--- src/rtl/wb_unit.sv ---
// Writeback stage of the rv32i core: tracks one in-flight rd and drives the register-file write port.
// Optional build macro WB_FWD_EN: forward write-stage results instead of flagging them as hazards.
module wb_unit #(
    parameter int unsigned XLEN  = 32,
    parameter int unsigned RADDR = 5
) (
    input  logic             clk,
    input  logic             rst,
    input  logic             i_issue,
    input  logic [RADDR-1:0] i_rd,
    input  logic [1:0]       i_src,
    input  logic [XLEN-1:0]  i_alu_res,
    input  logic [XLEN-1:0]  i_up_reg,
    input  logic [XLEN-1:0]  i_link,
    input  logic             i_ld_valid,
    input  logic [XLEN-1:0]  i_ld_data,
    output logic             o_ld_ready,
    output logic             o_stall,
    input  logic [RADDR-1:0] i_rs1,
    input  logic [RADDR-1:0] i_rs2,
    output logic             o_hazard,
    output logic             o_fwd_rs1,
    output logic             o_fwd_rs2,
    output logic             o_rf_we,
    output logic [RADDR-1:0] o_rf_waddr,
    output logic [XLEN-1:0]  o_rf_wdata
);

    typedef enum logic [1:0] {IDLE, EXEC, LOAD_WAIT} state_e;
    typedef enum logic [1:0] {SRC_ALU, SRC_UPPER, SRC_LOAD, SRC_LINK} src_e;

    state_e           state_q;
    src_e             src_q;
    src_e             src_in;
    logic [RADDR-1:0] rd_q;
    logic             rf_we_q;
    logic [RADDR-1:0] rf_waddr_q;
    logic [XLEN-1:0]  rf_wdata_q;
    logic             ld_ready_q;
    logic             stall_q;
    logic [XLEN-1:0]  exec_res_d;
    logic             pend_hit;
    logic             wb_hit1;
    logic             wb_hit2;

    assign src_in = src_e'(i_src);

    always_comb begin
        exec_res_d = i_alu_res;
        case (src_q)
            SRC_UPPER: exec_res_d = i_up_reg;
            SRC_LINK:  exec_res_d = i_link;
            default:   exec_res_d = i_alu_res;
        endcase
    end

    always_ff @(posedge clk or posedge rst) begin
        if (rst) begin
            state_q    <= IDLE;
            src_q      <= SRC_ALU;
            rd_q       <= '0;
            rf_we_q    <= 1'b0;
            rf_waddr_q <= '0;
            rf_wdata_q <= '0;
            ld_ready_q <= 1'b0;
            stall_q    <= 1'b0;
        end else begin
            rf_we_q <= 1'b0;
            case (state_q)
                IDLE, EXEC: begin
                    if (state_q == EXEC) begin
                        rf_we_q    <= (rd_q != '0);
                        rf_waddr_q <= rd_q;
                        rf_wdata_q <= exec_res_d;
                    end
                    // EXEC retires and accepts a new issue in the same cycle
                    if (i_issue) begin
                        rd_q  <= i_rd;
                        src_q <= src_in;
                        if (src_in == SRC_LOAD) begin
                            state_q    <= LOAD_WAIT;
                            ld_ready_q <= 1'b1;
                            stall_q    <= 1'b1;
                        end else begin
                            state_q <= EXEC;
                        end
                    end else begin
                        state_q <= IDLE;
                    end
                end
                LOAD_WAIT: begin
                    if (i_ld_valid && ld_ready_q) begin
                        rf_we_q    <= (rd_q != '0);
                        rf_waddr_q <= rd_q;
                        rf_wdata_q <= i_ld_data;
                        ld_ready_q <= 1'b0;
                        stall_q    <= 1'b0;
                        state_q    <= IDLE;
                    end
                end
                default: state_q <= IDLE;
            endcase
        end
    end

    assign pend_hit = (state_q != IDLE) && (rd_q != '0) && ((rd_q == i_rs1) || (rd_q == i_rs2));
    assign wb_hit1  = rf_we_q && (rf_waddr_q != '0) && (rf_waddr_q == i_rs1);
    assign wb_hit2  = rf_we_q && (rf_waddr_q != '0) && (rf_waddr_q == i_rs2);

`ifdef WB_FWD_EN
    assign o_fwd_rs1 = wb_hit1;
    assign o_fwd_rs2 = wb_hit2;
    assign o_hazard  = pend_hit;
`else
    assign o_fwd_rs1 = 1'b0;
    assign o_fwd_rs2 = 1'b0;
    assign o_hazard  = pend_hit || wb_hit1 || wb_hit2;
`endif

    assign o_rf_we    = rf_we_q;
    assign o_rf_waddr = rf_waddr_q;
    assign o_rf_wdata = rf_wdata_q;
    assign o_ld_ready = ld_ready_q;
    assign o_stall    = stall_q;

endmodule

--- config.mk ---
export PLATFORM = sky130hd
export DESIGN_NAME = wb_unit
export DESIGN_NICKNAME = d
export VERILOG_FILES = /design/src/rtl/wb_unit.sv
export SDC_FILE = /design/constraint.sdc
export NUM_CORES = 1
export LEC_CHECK = 0
export ABC_AREA = 0
export CORE_ASPECT_RATIO = 1.1
export CORE_MARGIN = 4
export CORE_UTILIZATION = 30
export DETAILED_ROUTE_END_ITERATION = 10
export MAX_ROUTING_LAYER = met4
export PLACE_DENSITY = 0.7
export SLEW_MARGIN = 30
export SYNTH_ARGS = -nofsm -noshare
export SYNTH_HDL_FRONTEND = slang
export SYNTH_SLANG_ARGS = --single-unit
--- constraint.sdc ---
create_clock -name clk -period 1.6 [get_ports clk]
set_input_delay 0.4 -clock clk [delete_from_list [all_inputs] [get_ports clk]]
set_output_delay 0.4 -clock clk [all_outputs]
set_load 0.005 [all_outputs]
==> impl_metrics.tcl <==
set metrics [dict create \
    fp.dieW_um 104 \
    p_total_mw 7.31 \
    synth_warnings 0 \
    seqPwrFrac_pct 29.1 \
    clock_skew_ps 8.91 \
    drive_gt1_share_pct 29.8 \
    synth.avg_cell_area_um2 8.98 \
    core-area_mm2 0.00994 \
    tritoncts "yes" \
    holdCritPathClass "in2async" \
    timing.rr.end "o_rf_we$_DFF_PP0_" \
    cp_data_required_time_ps 1200 \
    drt-pass1-iter-count 4 \
    layout_commonest_cell "clkdlybuf4s50_1" \
    routed-via-count 3450 \
    setup_violations 2 \
    hold_buffers 0 \
    overflow 0 \
    critPathLaunchType "input pin" \
    drtIter0Drc 77 \
    initial_core_util_pct 30.9 \
    crit_type "in2out" \
    met2_usage_pct 31.7 \
    worst_slack_ps -587 \
    status "finished with violations" \
    path_buf_inv 2 \
    syn_inst 342 \
    dp_hpwl_um 8470 \
    mostFrequentLayoutCells "clkdlybuf4s50_1 (145), buf_4 (52), dfrtp_1 (44)" \
    drc_errors 0 \
    hold_viol_final 0 \
    swShare_pct 34.7 \
    r2r_start "rd_q[0]$_DFFE_PP0P_" \
    num_rows 38 \
    syn_area_mm2 0.00307 \
    htree_levels 2 \
    grt_start_max_net_pins 49 \
    ant_nets 0 \
    p_clk_share_pct 14.1 \
    grt_pass1_wl_um 16600 \
    synth.ff_latch_count 48 \
    ir_drop_v 0.000486 \
    ys_types 30 \
    worst_setup_path_end_kind "output pin" \
    wl_per_cell_um 16.2 \
    grtUsageMet1_pct 19.4 \
    cts_sinks 48 \
    root_buffer "clkbuf_8" \
    drv_slew 0 \
    via_per_inst 4.92 \
    p_sw_mw 2.54 \
    syn_to_final_growth_pct 103 \
    cp.arrival_ps 1790 \
    grtUsageTotal_pct 17.8 \
    antenna_cells 0 \
    power_frac_comb_pct 56.9 \
    fmax_mhz 457 \
    port_buffers 189 \
    min_period_ps 2190 \
    cp_slowest_cell "clkdlybuf4s50_1" \
    seq_area_frac_synth_pct 39.1 \
    critPathLaunch "i_rs1[4]" \
    grt_pass1_vias 3532 \
    numCtsBuffers 5 \
    finalWirelength_um 11300 \
    path_clk_slew_ps 90 \
    cp_top_family "buffers and inverters" \
    critPathCapture "o_hazard" \
    busiest_layer "met2" \
    nets 733 \
    crit_fanout 2 \
    use_met3_pct 4.68 \
    place_ws_ps -1070 \
    die_h_um 114 \
    rr_worst_depth 7 \
    utilization_pct 62.7 \
    die_area_mm2 0.0119 \
    cap_violations 0 \
    max_stage_delay_ps 440 \
    power_density_mw_per_mm2 1170 \
    ios 192 \
    cellLeakagePower_nw 2.63 \
    cp.depth 6 \
    clock_latency_ps 300 \
    finalSetupTns_ps -632 \
    p_int_mw 4.77 \
    finalCritPeriodShare_pct 137 \
    rsz0062_at_grt "true" \
    violations "negative setup slack" \
    reg2reg_slack_ps -40 \
    antenna_found_initial 0 \
    place_congestion 0.809 \
    path_cells "clkdlybuf4s50_1, xor2_1, nor3_2, a22oi_2, o32ai_2, buf_2" \
    cts_buffer_depth 2 \
]
==> power by group through the flow <==
stage	logic (mW)	clock network (mW)	registers, mW
after floorplan	1.36	0	2.07
after global placement	3.19	0	2.07
after detailed placement	3.25	0	2.09
after CTS	3.43	1.07	2.03
after global routing	4.48	1.12	2.19
final	4.15	1.03	2.12
==> synthesized netlist by cell type <==
library cell  number  area share, %
o31ai_1            1           0.24
a21oi_1           64             10
buf_1              3           0.37
buf_6              6            2.2
mux2i_1           32             10
mux2_4             3            1.5
xor2_1            20            5.7
a21boi_4           1           0.61
mux2_2             1           0.37
a22oi_1            2           0.49
clkbuf_1          10            1.2
nor2b_1            2           0.41
or4_1              2           0.49
o32ai_1            1           0.29
mux2_1             7            2.6
buf_2              6           0.98
a211oi_1          32            7.8
ha_1               4            1.6
nand2_1            4           0.49
nor3_1             4           0.65
a31oi_1            1           0.20
buf_4              5            1.2
nor2_1            71            8.7
o21ai_1            2           0.33
inv_1              4           0.49
nor4_1             2           0.41
dfrtp_1           48             39
o41ai_1            1           0.29
conb_1             1           0.12
o21ai_0            2           0.33
==> metrics by stage <==
step	instances	hold WS, ps	area, µm²
5_1_grt	701	459	6230
2_1_floorplan	343	498	3080
4_1_cts	686	464	5610
6_report	701	457	6230
3_3_place_gp	665	504	5330
3_5_place_dp	665	516	5330
==> state kept, by name, summed over array words and instances (netlist names) <==
| register | flops |
|---|---|
| o_stall | 1 |
| src_q | 2 |
| state_q | 2 |
| o_rf_wdata | 32 |
| o_rf_we | 1 |
| rd_q | 5 |
| o_rf_waddr | 5 |
==> kinds of logic (layout without fill, tap and decap cells) <==
logic type                 count (synthesis)  after routing  synth area share, %
AOI/OAI and AO/OA                        107            107                 21.0
xor gates and xnor gates                  20             20                 5.70
adders and majority gates                  4              4                 1.63
buffers and inverters                     34            272                 6.48
DFF                                       48             48                 39.1
muxes                                     43             43                 14.8
other                                      1              2                0.122
and+or+nand+nor                           85             85                 11.1
==> worst register-to-register path, stage by stage (launching register included) <==
cell and delay [ps]:
dfrtp_1 410, buf_4 150, or4_4 540, nor2_4 120
buf_4 110, buf_4 90, buf_4 90, nor4_1 40
==> per-layer routing <==
metal | wire [µm] | part of all wire, %
met1 | 4260 | 38
met2 | 6150 | 54
met3 | 737 | 6.5
met4 | 189 | 1.7
met5 | 0 | 0
==> worst min path at each step <==
stage	slack, ps	cells after the start	end	from
finish	460	3	o_rf_wdata[0]$_DFFE_PP0P_	rst
global route	460	3	rd_q[0]$_DFFE_PP0P_	rst
floorplan	500	2	state_q[1]$_DFFE_PP0P_	state_q[1]$_DFFE_PP0P_
CTS	460	3	o_rf_wdata[0]$_DFFE_PP0P_	rst
detailed placement	520	2	o_rf_wdata[0]$_DFFE_PP0P_	o_rf_wdata[0]$_DFFE_PP0P_
global placement	500	2	o_rf_wdata[18]$_DFFE_PP0P_	o_rf_wdata[18]$_DFFE_PP0P_
==> repair_timing <==
item	in CTS	in global routing
gates resized for setup	40	137
endpoints found under the setup margin	39	70
gates cloned	1	3
setup buffers	12	12
pin swaps	7	9
==> area by class of cell <==
cell class	instances	area [µm²]
Multi-Input combinational cell	261	2090
Inverter	4	15.0
Fill cell	848	3710
Clock buffer	6	72.6
Tap cell	120	150
Sequential cell	48	1210
Timing Repair Buffer	260	2640
Clock inverter	2	60.1
No activity file was read; power rests on OpenSTA's default activity.
